$ cat config.mk
export PLATFORM = sky130hd
export DESIGN_NAME = button_event_queue
export DESIGN_NICKNAME = d
export VERILOG_FILES = /design/src/rtl/button_event_queue.sv
export SDC_FILE = /design/constraint.sdc
export NUM_CORES = 1
export LEC_CHECK = 0
export BUFFER_PORTS_ARGS = -buffer_cell sky130_fd_sc_hd__buf_2
export CAP_MARGIN = 0
export CELL_PAD_IN_SITES_DETAIL_PLACEMENT = 1
export CELL_PAD_IN_SITES_GLOBAL_PLACEMENT = 1
export CORE_MARGIN = 3
export CORE_UTILIZATION = 43
export DETAILED_ROUTE_END_ITERATION = 7
export PLACE_DENSITY = 0.8
export SETUP_SLACK_MARGIN = 0.02
export SLEW_MARGIN = 20
export SYNTH_ARGS = -nofsm -noshare
export SYNTH_HDL_FRONTEND = slang
export SYNTH_SLANG_ARGS = --single-unit
$ cat constraint.sdc
create_clock -name CLK -period 2.8 [get_ports CLK]
set_clock_uncertainty 0.15 [all_clocks]
set_input_delay 0.56 -clock CLK [delete_from_list [all_inputs] [get_ports CLK]]
set_output_delay 0.56 -clock CLK [all_outputs]
set_load 0.03 [all_outputs]
$ cat src/rtl/button_event_queue.sv
// ---------------------------------------------------------------------------
// button_event_queue
//
// Purpose:
//   Each raw button level from the matrix scanner passes through a two-flop
//   synchroniser and a per-button debouncer. Every net change of debounced
//   state raises a per-button pending bit. Pending bits drain into a small
//   show-ahead event FIFO, lowest button index first, one per cycle. Under
//   backpressure an event waits in its pending bit and is never dropped.
//   Two flips that happen before a push cancel each other, so the stream
//   reports net state only.
//
// Ports:
//   CLK          in   system clock, rising edge
//   RST          in   synchronous active-high reset
//   rawStates    in   [ROWS*COLS] raw levels, bit index = row*COLS+col
//   stableStates out  [ROWS*COLS] debounced levels
//   eventValid   out  queue head holds an event
//   eventKey     out  [KEY_W] button index of the head event
//   eventPressed out  head event level (1 = press, 0 = release)
//   eventReady   in   consumer pops the head when eventValid is also high
// ---------------------------------------------------------------------------
module button_event_queue #(
    parameter int ROWS            = 4,
    parameter int COLS            = 4,
    parameter int DEBOUNCE_CYCLES = 16,
    parameter int FIFO_DEPTH      = 4,
    localparam int NB             = ROWS * COLS,
    localparam int KEY_W          = (NB > 1) ? $clog2(NB) : 1
) (
    input  logic             CLK,
    input  logic             RST,
    input  logic [NB-1:0]    rawStates,
    output logic [NB-1:0]    stableStates,
    output logic             eventValid,
    output logic [KEY_W-1:0] eventKey,
    output logic             eventPressed,
    input  logic             eventReady
);

    localparam int CNT_W  = $clog2(DEBOUNCE_CYCLES + 1);
    localparam int PTR_W  = $clog2(FIFO_DEPTH);
    localparam int CNT_FW = PTR_W + 1;

    localparam logic [CNT_W-1:0]  CNT_LAST = CNT_W'(DEBOUNCE_CYCLES - 1);
    localparam logic [CNT_FW-1:0] DEPTH_C  = CNT_FW'(FIFO_DEPTH);

    // Synchroniser, debounce and pending state
    logic [NB-1:0]    sync1_q;
    logic [NB-1:0]    sync2_q;
    logic [NB-1:0]    stable_q;
    logic [NB-1:0]    stable_d;
    logic [NB-1:0]    pending_q;
    logic [NB-1:0]    pending_d;
    logic [NB-1:0]    toggle_s;
    logic [CNT_W-1:0] cnt_q [NB];
    logic [CNT_W-1:0] cnt_d [NB];

    // Event queue state
    logic [KEY_W-1:0]  key_mem_q [FIFO_DEPTH];
    logic              lvl_mem_q [FIFO_DEPTH];
    logic [PTR_W-1:0]  wr_ptr_q;
    logic [PTR_W-1:0]  wr_ptr_d;
    logic [PTR_W-1:0]  rd_ptr_q;
    logic [PTR_W-1:0]  rd_ptr_d;
    logic [CNT_FW-1:0] count_q;
    logic [CNT_FW-1:0] count_d;
    logic              valid_q;
    logic              valid_d;

    // Push / pop controls
    logic             push_s;
    logic             pop_s;
    logic [KEY_W-1:0] push_key_s;
    logic             push_lvl_s;
    logic [NB-1:0]    push_sel_s;

    // Per-button debounce: count consecutive disagreeing samples, flip on the last one
    always_comb begin
        stable_d = stable_q;
        toggle_s = '0;
        for (int i = 0; i < NB; i++) begin
            cnt_d[i] = cnt_q[i];
            if (sync2_q[i] != stable_q[i]) begin
                if (cnt_q[i] == CNT_LAST) begin
                    stable_d[i] = ~stable_q[i];
                    cnt_d[i]    = '0;
                    toggle_s[i] = 1'b1;
                end else begin
                    cnt_d[i] = cnt_q[i] + CNT_W'(1);
                end
            end else begin
                cnt_d[i] = '0;
            end
        end
    end

    // Lowest-index pending button wins; descending scan leaves the lowest set index last
    always_comb begin
        push_key_s = '0;
        for (int i = NB - 1; i >= 0; i--) begin
            if (pending_q[i]) begin
                push_key_s = KEY_W'(i);
            end else begin
                push_key_s = push_key_s;
            end
        end
    end

    // Queue control; the full test uses the pre-edge count, so no push-through-pop bypass
    always_comb begin
        push_s     = (|pending_q) && (count_q < DEPTH_C);
        pop_s      = valid_q && eventReady;
        // Pushed level is the registered stable level; a same-cycle flip re-arms pending
        push_lvl_s = stable_q[push_key_s];
        if (push_s) begin
            push_sel_s = NB'(1) << push_key_s;
        end else begin
            push_sel_s = '0;
        end
        pending_d = pending_q ^ toggle_s ^ push_sel_s;

        if (push_s) begin
            wr_ptr_d = wr_ptr_q + PTR_W'(1);
        end else begin
            wr_ptr_d = wr_ptr_q;
        end
        if (pop_s) begin
            rd_ptr_d = rd_ptr_q + PTR_W'(1);
        end else begin
            rd_ptr_d = rd_ptr_q;
        end

        case ({push_s, pop_s})
            2'b10:   count_d = count_q + CNT_FW'(1);
            2'b01:   count_d = count_q - CNT_FW'(1);
            default: count_d = count_q;
        endcase
        valid_d = (count_d != '0);
    end

    // All state registers with synchronous reset
    always_ff @(posedge CLK) begin
        if (RST) begin
            sync1_q   <= '0;
            sync2_q   <= '0;
            stable_q  <= '0;
            pending_q <= '0;
            wr_ptr_q  <= '0;
            rd_ptr_q  <= '0;
            count_q   <= '0;
            valid_q   <= 1'b0;
            for (int i = 0; i < NB; i++) begin
                cnt_q[i] <= '0;
            end
            for (int j = 0; j < FIFO_DEPTH; j++) begin
                key_mem_q[j] <= '0;
                lvl_mem_q[j] <= 1'b0;
            end
        end else begin
            sync1_q   <= rawStates;
            sync2_q   <= sync1_q;
            stable_q  <= stable_d;
            pending_q <= pending_d;
            wr_ptr_q  <= wr_ptr_d;
            rd_ptr_q  <= rd_ptr_d;
            count_q   <= count_d;
            valid_q   <= valid_d;
            for (int i = 0; i < NB; i++) begin
                cnt_q[i] <= cnt_d[i];
            end
            // Writes never land on the head slot while it holds a live event
            if (push_s) begin
                key_mem_q[wr_ptr_q] <= push_key_s;
                lvl_mem_q[wr_ptr_q] <= push_lvl_s;
            end else begin
                key_mem_q[wr_ptr_q] <= key_mem_q[wr_ptr_q];
                lvl_mem_q[wr_ptr_q] <= lvl_mem_q[wr_ptr_q];
            end
        end
    end

    assign stableStates = stable_q;
    assign eventValid   = valid_q;
    assign eventKey     = key_mem_q[rd_ptr_q];
    assign eventPressed = lvl_mem_q[rd_ptr_q];

endmodule

## Word-level counts from Yosys, hierarchy flattened

Memory sizes are Yosys's and may differ from the RTL's. A register that Yosys moved wholly into a read port is not among the register bits.
Cells that the tools add are included.

- Bits in registers: 72
- Memory bits (writable): 100
- Output and inout port bits: 22
- Word-level logic and storage cells: 264
- Memories: 3

Memory list:

| memory | depth | width | read ports | clocked after Yosys merged registers in | write ports | line | RTL |
|---|---|---|---|---|---|---|---|
| cnt_q | 16 | 5 | 16 | 0 | 16 | 56 | `logic [CNT_W-1:0] cnt_q [NB];` |
| key_mem_q | 4 | 4 | 1 | 1 | 4 | 60 | `logic [KEY_W-1:0] key_mem_q [FIFO_DEPTH];` |
| lvl_mem_q | 4 | 1 | 1 | 1 | 4 | 61 | `logic lvl_mem_q [FIFO_DEPTH];` |

- $add $sub $neg: 20
- Order comparisons: 2
- Eq/ne operators: 35
- Shift operators: 1
- Muxes and demuxes: 121
- Bitwise gates (word level): 36
- Reductions and logical operators: 23

Operators with widths:

| kind | number |
|---|---|
| $mux W5 | 48 |
| $add A5 B1 Y5 const B | 16 |
| $eq A5 B4 Y1 const B | 16 |
| $mux W4 | 18 |
| $mux W1 | 46 |
| $reduce_and A2 Y1 | 17 |
| $xor A16 B16 Y16 | 2 |
| $or A1 B1 Y1 | 18 |
| $mux W16 | 1 |
| $ne A1 B1 Y1 | 16 |
| $not A1 Y1 | 16 |
| $reduce_or A16 Y1 | 1 |
| $shl A1 B4 Y16 const A | 1 |
| $mux W2 | 6 |
| $pmux W3 S2 | 1 |
| $lt A4 B5 Y1 const B | 1 |
| $add A2 B1 Y2 const B | 2 |
| $bmux W1 S4 | 1 |
| $reduce_or A4 Y1 | 1 |
| $add A3 B1 Y3 const B | 1 |
| $lt A3 B3 Y1 const B | 1 |
| $reduce_bool A3 Y1 | 1 |
| $sub A3 B1 Y3 const B | 1 |
| $eq A2 B1 Y1 const B | 1 |
| other kinds (4) | 5 |

## Longest topological paths before layout

Gate-level depths: netlist of run 1.

- Word-level depth: 20
- Depth in mapped cells: 12

## Worst setup path before layout of run 1

No wires, ideal clock.

- Path kind: flip-flop to flip-flop
- Start point: reg pending_q[8]
- End point: reg valid_q (netlist: eventValid)
- Arrival time: 2.314 ns
- Data required time: 2.518 ns
- Path slack: 0.203 ns
- Stages on the path, launching flop included: 13
- Period minus slack after synthesis: 2.597 ns
- Cell sequence: dfxtp_1 > or4_4 > nand2b_1 > nor2_1 > nor2_1 > inv_1 > ha_1 > inv_1 > fa_1 > xor2_1 > nor2_1 > xnor2_1 > a21oi_1

- Word-level cells in the longest chain between the ends: 5
- Elaborated cells between the ends (all ways): 6

Ends and longest elaborated chain:

| element | line | RTL |
|---|---|---|
| start, declared | 53 | `logic [NB-1:0] pending_q;` |
| start signal, assigned | 164 | `pending_q <= pending_d;` |
| $reduce_or A16 Y1 * | 112 | `push_s = (\|pending_q) && (count_q < DEPTH_C);` |
| $logic_and A1 B1 Y1 * | 112 |  |
| $eq A2 B1 Y1 / $eq A2 B2 Y1 (equally long branches) | 134 | `case ({push_s, pop_s})` |
| $pmux W3 S2 * | 134 |  |
| $reduce_bool A3 Y1 * | 139 | `valid_d = (count_d != '0);` |
| end signal, assigned | 168 | `valid_q <= valid_d;` |
| end, declared | 68 | `logic valid_q;` |

Mark *: on every way between the ends. The rest lies on a longest branch, timed or not.
A chain may end at the register's enable or synchronous reset.

## Worst setup path after layout of run 1

- Start point: reg pending_q[10]
- End point: reg valid_q (netlist: eventValid)

The elaborated chain is that of the path after synthesis.

==> flow_summary.json, run 1 <==
{
  "stdcell_area_um2": 8314,
  "clock_latency_ns": 0.43,
  "antenna_left": 0,
  "cts_hold_buf": 0,
  "setup_tns_ns": 0,
  "synth_edf_count": 20,
  "yosys_warnings": 0,
  "drtPass1Iterations": 4,
  "status": "complete, no violations",
  "cts-root-buf": "clkbuf_16",
  "slew_violations": 0,
  "n_antenna_cell": 0,
  "synth.avg_cell_area_um2": 10.04,
  "die_y_um": 135.1,
  "p_leak_uw": 0.003126,
  "synthesis.instances": 714,
  "numPortBuffers": 40,
  "synth_most_common_cell": "dfxtp_1",
  "start_util": 0.4449,
  "setup_viol": 0,
  "htreeDepth": 4,
  "track_usage": 0.1822,
  "syn-num-nets": 767,
  "drive_gt1_frac": 0.1432,
  "vias": 4994,
  "hold_end": "sync1_q[6]",
  "cellPowerDensity_nw_per_um2": 711.0,
  "worst_pin_slew_ns": 0.5472,
  "cts_sinks": 174,
  "synth_top_cell_by_area": "dfxtp_1",
  "multi_input_area_um2": 3274,
  "place_congestion": 0.8696,
  "cp-start-kind": "register",
  "fin_cells": 998,
  "cts_tree": "yes",
  "synth_area_um2": 7169,
  "area_growth_pct": 15.97,
  "grt_max_degree": 86,
  "core_um2": 16120,
  "irDropWorstVdd_mv": 0.4605,
  "ys_top_cells_by_area": "dfxtp_1 43%, edfxtp_1 8.4%, xnor2_1 8.1%",
  "worstReg2RegEnd": "eventValid",
  "nets": 822,
  "std_cell_rows": 46,
  "yosys-top-cells-count": "154 x dfxtp_1, 149 x nor2_1, 66 x xnor2_1",
  "detail_route.wl_per_cell_um": 15.73,
  "grt_overflow": 0,
  "antenna_found_initial": 0,
  "end_kind": "register",
  "numCtsBuffers": 17,
  "fillCellCount": 1793,
  "cp_max_fo": 3,
  "ys.flop_type": "dfxtp_1",
  "r2r-start": "pending_q[10]",
  "hold_class": "in -> reg",
  "ys_types": 49,
  "rrSetupSlack_ns": 0.10,
  "cp.arrival_ns": 2.86,
  "synth.ff_latch_count": 174,
  "hold_depth": 2,
  "relSlewSlack": 0.6344,
  "seq_area_frac_synth": 0.5138,
  "synth-async-reset-ratio": 0,
  "wl_um": 15700,
  "drc": 0,
  "dp_cells": 965,
  "crit_type": "reg -> reg",
  "clk_path_buf_depth": 2,
  "via_per_inst": 5.004,
  "rsz0062_at_grt": "true",
  "ioPinCount": 41,
  "grt_pass1_vias": 5540,
  "fin_crit_ns": 2.699,
  "drt-initial-drc-count": 197,
  "dieArea_um2": 18260,
  "max_cap_violations": 0,
  "critPathRequiredTime_ns": 2.97,
  "fmax_mhz": 370.5,
  "placed_area_um2": 7681,
  "dpl.hpwl_um": 11220,
  "final_hold_viol_count": 0,
  "min_from": "rawStates[6]",
  "yosysTopAreaCellShare": 0.4300,
  "clk_pin_slew_ns": 0.07,
  "period_share": 0.9640,
  "r2r_cells": 12,
  "grt_pass1_wl_um": 26420,
  "seqCellArea_um2": 3684,
  "die_w_um": 135.1
}
worst max-delay path, cell delays in order (launching register included):
cell,delay (ns)
dfxtp_1,0.31
or4_4,0.55
nand2b_4,0.17
nor2_4,0.09
nor2_1,0.06
inv_1,0.08
ha_2,0.18
inv_1,0.06
fa_2,0.33
xor2_1,0.19
nor2_1,0.08
xnor2_1,0.22
a21oi_1,0.11
layout by cell type, fill, tap and decap left out, types with 7 or more instances in the layout:
cell       instances
mux2i_1           16
buf_4             14
or3_1             21
dfxtp_1          154
nor2_1           148
xor2_1            20
inv_1             43
and3_1            18
nor2b_1           44
clkbuf_16         18
nand3_1           33
nand2b_1          12
edfxtp_1          20
xnor2_1           66
ha_1              32
buf_2             39
nand2_1            7
per-layer routing:
metal | wire length (um) | part of all wire | vias to the layer above | GRT usage
li1 | - | - | 2460 | -
met1 | 6717 | 0.43 | 2456 | 0.2045
met2 | 8278 | 0.53 | 52 | 0.3332
met3 | 358 | 0.023 | 26 | 0.03651
met4 | 349 | 0.022 | 0 | 0.07895
met5 | 0 | 0 | - | 0
power breakdown:
group          internal (uW)  switching [uW]
clock                   1390            1030
combinational            336             450
sequential              2620            83.4
sequential cells by signal (all words and copies together), names as in the netlist, named ones only:
name,count
key_mem_q,16
pending_q,16
sync1_q,16
stableStates,16
lvl_mem_q,4
cnt_q,80
count_q,3
sync2_q,16
rd_ptr_q,2
wr_ptr_q,2
eventValid,1
repair_timing:
action | CTS | global route
gates resized for setup | 2 | 4
buffers inserted | 0 | 1
pin swaps | 1 | 4
endpoints found under the hold margin | 0 | 0
setup endpoints to repair | 2 | 6
metrics by stage:
step	worst slack (ns)	hold WS, ns	utilization	total power (uW)
6_report	0.1007	0.1830	0.5159	5911
3_5_place_dp	0.04614	0.2766	0.4766	3499
5_1_grt	0.003361	0.1792	0.5159	6149
3_3_place_gp	0.1255	0.2679	0.4766	3449
2_1_floorplan	0.2034	0.2638	-	3286
4_1_cts	0.02579	0.1630	0.5148	5947
layout make-up:
cell class,count,area share
multi-input combinational,479,0.3938
clock inverter,12,0.01761
timing repair buffer,54,0.03853
clock buffer,20,0.05508
sequential,174,0.4430
inverter,43,0.01941
tap,216,0.03251
worst max-delay path by stage:
stage                             start    endpoint  slack (ns)  depth (start not counted)
final                     pending_q[10]  eventValid        0.10                         12
after global routing      pending_q[10]  eventValid       0.003                         12
after CTS                  pending_q[8]  eventValid        0.03                         12
after detailed placement   pending_q[8]  eventValid        0.05                         12
after global placement     pending_q[8]  eventValid        0.13                         12
after floorplan            pending_q[8]  eventValid        0.20                         12
kinds of logic (layout without fill, tap and decap cells):
family                     after synthesis  after routing  share of synthesized area
and+or+nand+nor                        303            303                     0.2112
muxes                                   21             21                    0.03805
DFF                                    174            174                     0.5138
AOI/OAI and AO/OA                       35             35                    0.03909
adders and majority gates               34             34                    0.06038
xor gates and xnor gates                86             86                     0.1051
buffers and inverters                   61            129                    0.03246
(Power assumes the default switching activity.)
==> run 2, diff against run 1 <==
--- a/config.mk
+++ b/config.mk
@@ -10,9 +10,10 @@
 export CELL_PAD_IN_SITES_DETAIL_PLACEMENT = 1
 export CELL_PAD_IN_SITES_GLOBAL_PLACEMENT = 1
 export CORE_MARGIN = 3
-export CORE_UTILIZATION = 43
+export CORE_UTILIZATION = 45
+export CTS_BUF_LIST = sky130_fd_sc_hd__clkbuf_4 sky130_fd_sc_hd__clkbuf_8
 export DETAILED_ROUTE_END_ITERATION = 7
-export PLACE_DENSITY = 0.8
+export PLACE_DENSITY = 0.83
 export SETUP_SLACK_MARGIN = 0.02
 export SLEW_MARGIN = 20
 export SYNTH_ARGS = -nofsm -noshare
==> run 2 against run 1 <==
Net effect:
- sequential cell count is the same
- global-route usage grew 0.50 points
- wire length shrank 0.87%
- first-iteration DRC count grew 5.6%
- die area shrank 4.3%
- register-to-register slack gained 0.03 ns
- setup slack gained 0.035 ns
- clock-buffer cell count grew 1
- sequential share of layout area grew 1.0 points
- largest power group unchanged
==> flow_summary.json, run 2 (synthesis results as in run 1) <==
{
  "status": "complete, no violations",
  "dieArea_um2": 17480,
  "dpl.hpwl_um": 11270,
  "rsz0062_at_grt": "true",
  "fin_cells": 991,
  "wl_met1_um": 6358,
  "ioPinCount": 41,
  "setup_viol": 0,
  "cellPowerDensity_nw_per_um2": 666.6,
  "cts_tree": "yes",
  "worstReg2RegEnd": "eventValid",
  "irDropWorstVdd_mv": 0.3044,
  "dp_cells": 958,
  "layout_commonest_cell": "dfxtp_1",
  "final_hold_viol_count": 0,
  "max_cap_violations": 0,
  "setup_ws_ns": 0.1353,
  "die_w_um": 132.2,
  "numCtsBuffers": 17,
  "slew_violations": 0,
  "n_antenna_cell": 0,
  "start_util": 0.4664,
  "drtPass1Iterations": 4,
  "crit_type": "reg -> reg",
  "detail_route.wl_per_cell_um": 15.71,
  "final_cell_mix": "153 x dfxtp_1, 147 x nor2_1, 66 x xnor2_1",
  "crit_buf_inv": 2,
  "p_switching_uw": 1420,
  "whs_ns": 0.1474,
  "min_from": "rawStates[1]",
  "drt-initial-drc-count": 208,
  "cts_sinks": 174,
  "die_y_um": 132.2,
  "grt_overflow": 0,
  "vias": 5050,
  "final_util": 0.5289,
  "p_leak_uw": 0.003038,
  "clk_path_buf_depth": 2,
  "antenna_left": 0,
  "hold_depth": 2,
  "fin_crit_ns": 2.665,
  "area_growth_pct": 13.40,
  "combPwrFrac": 0.150,
  "hold_end": "sync1_q[1]",
  "antenna_found_initial": 0,
  "grt_max_degree": 52,
  "largest_reg_flops": 80,
  "clk_pin_slew_ns": 0.09,
  "pwr-share-seq": 0.499,
  "cp_max_fo": 3,
  "drive_gt1_frac": 0.1474,
  "grt_pass1_wl_um": 26390,
  "cts-root-buf": "clkbuf_8",
  "relSlewSlack": 0.6596,
  "dr_wl_met2_um": 8075,
  "p_int_uw": 3999,
  "numPortBuffers": 40,
  "hold_class": "in -> reg",
  "pre_cts_slack_ns": 0.02640,
  "nets": 821,
  "wl_um": 15570,
  "critPathMaxStageDelay_ns": 0.55,
  "drc": 0,
  "end_kind": "register",
  "fmax_mhz": 375.3,
  "p_clk_frac": 0.351,
  "cp.arrival_ns": 2.85,
  "met3WireLength_um": 629,
  "r2r-start": "pending_q[8]",
  "worst_pin_slew_ns": 0.5106,
  "std_cell_rows": 45,
  "netSwitchingFraction": 0.2621,
  "via_per_inst": 5.096,
  "crit_family": "simple AND/OR/NAND/NOR gates",
  "path_cells": "or4_4 > nand2b_4 > nor2_4 > nor2_2 > inv_1 > ha_2 > inv_2 > fa_2 > xor2_1 > nor2_1 > xnor2_1 > a21oi_1",
  "placed_area_um2": 7647,
  "cp-start-kind": "register",
  "top_layer": "met4",
  "largest_register": "cnt_q",
  "grt_pass1_vias": 5502,
  "period_share": 0.9517,
  "track_usage": 0.1871,
  "startpoint": "pending_q[8]",
  "core_um2": 15370,
  "cp_slowest_cell": "or4_4",
  "r2r_cells": 12,
  "stdcell_area_um2": 8130,
  "place_congestion": 0.9122,
  "htreeDepth": 4,
  "critPathRequiredTime_ns": 2.98,
  "fillCellCount": 1721,
  "rrSetupSlack_ns": 0.14,
  "clock_latency_ns": 0.47
}
-- run 2: changes by cell type in the layout (fill, tap and decap cells not counted), moves of 2 or more --
cell / previous run / this run
bufinv_16: 2 / 4
clkbuf_1: 2 / 0
clkbuf_16: 18 / 0
clkbuf_4: 0 / 2
clkbuf_8: 0 / 19
clkinv_4: 3 / 0
clkinvlp_4: 1 / 4
inv_6: 6 / 0
-- run 2: final cells by class --
class	count	area, um^2	share of cell area
sequential	174	3685	0.4532
multi-input combinational	479	3282	0.4037
timing repair buffer	53	300.3	0.03693
clock buffer	21	276.5	0.03401
tap	211	264.0	0.03247
clock inverter	10	161.4	0.01985
inverter	43	161.4	0.01985
-- run 2: what timing repair did --
| action | 4_1_cts | 5_1_grt |
|---|---|---|
| gates cloned | 0 | 0 |
| hold buffers | 0 | 0 |
| buffers inserted | 0 | 2 |
| pin swaps | 5 | 6 |
| gates resized for setup | 6 | 3 |
| endpoints found under the hold margin | 0 | 0 |
| endpoints found under the setup margin | 2 | 2 |
-- run 2: how the worst max path moves through the flow --
stage | to | slack, ns | cells after the start
after floorplan | eventValid | 0.20 | 12
after global placement | eventValid | 0.09 | 12
after detailed placement | eventValid | 0.03 | 12
after CTS | eventValid | 0.03 | 12
after global routing | eventValid | -0.003 | 12
final | eventValid | 0.14 | 12
-- run 2: through the flow --
| stage | TNS (ns) | total power (uW) |
|---|---|---|
| 5_1_grt | -0.003017 | 5681 |
| 4_1_cts | 0 | 5455 |
| 3_5_place_dp | 0 | 3505 |
| 6_report | 0 | 5420 |
| 3_3_place_gp | 0 | 3456 |
| 2_1_floorplan | 0 | 3286 |
-- run 2: layer usage --
metal	track usage	vias up
met2	0.3381	103
met5	0	-
met3	0.04198	40
met4	0.09122	0
met1	0.2074	2446
li1	-	2461
-- run 2: worst register-to-register path: cells and delay by family (launching register included) --
family,cells,cell delay (ns)
AO/OA/AOI/OAI,1,0.09
XOR/XNOR,2,0.32
adder cells (fa/ha/maj),2,0.51
buffers and inverters,2,0.11
flip-flops,1,0.33
AND/OR/NAND/NOR,5,1.03
-- run 2: power by group through the flow --
stage                     logic (uW)  clock network, uW  registers [uW]
after floorplan                  550                  0            2740
after global placement           704                  0            2750
after detailed placement         743                  0            2760
after CTS                        785               1970            2710
after global routing             897               2060            2720
final                            811               1900            2700
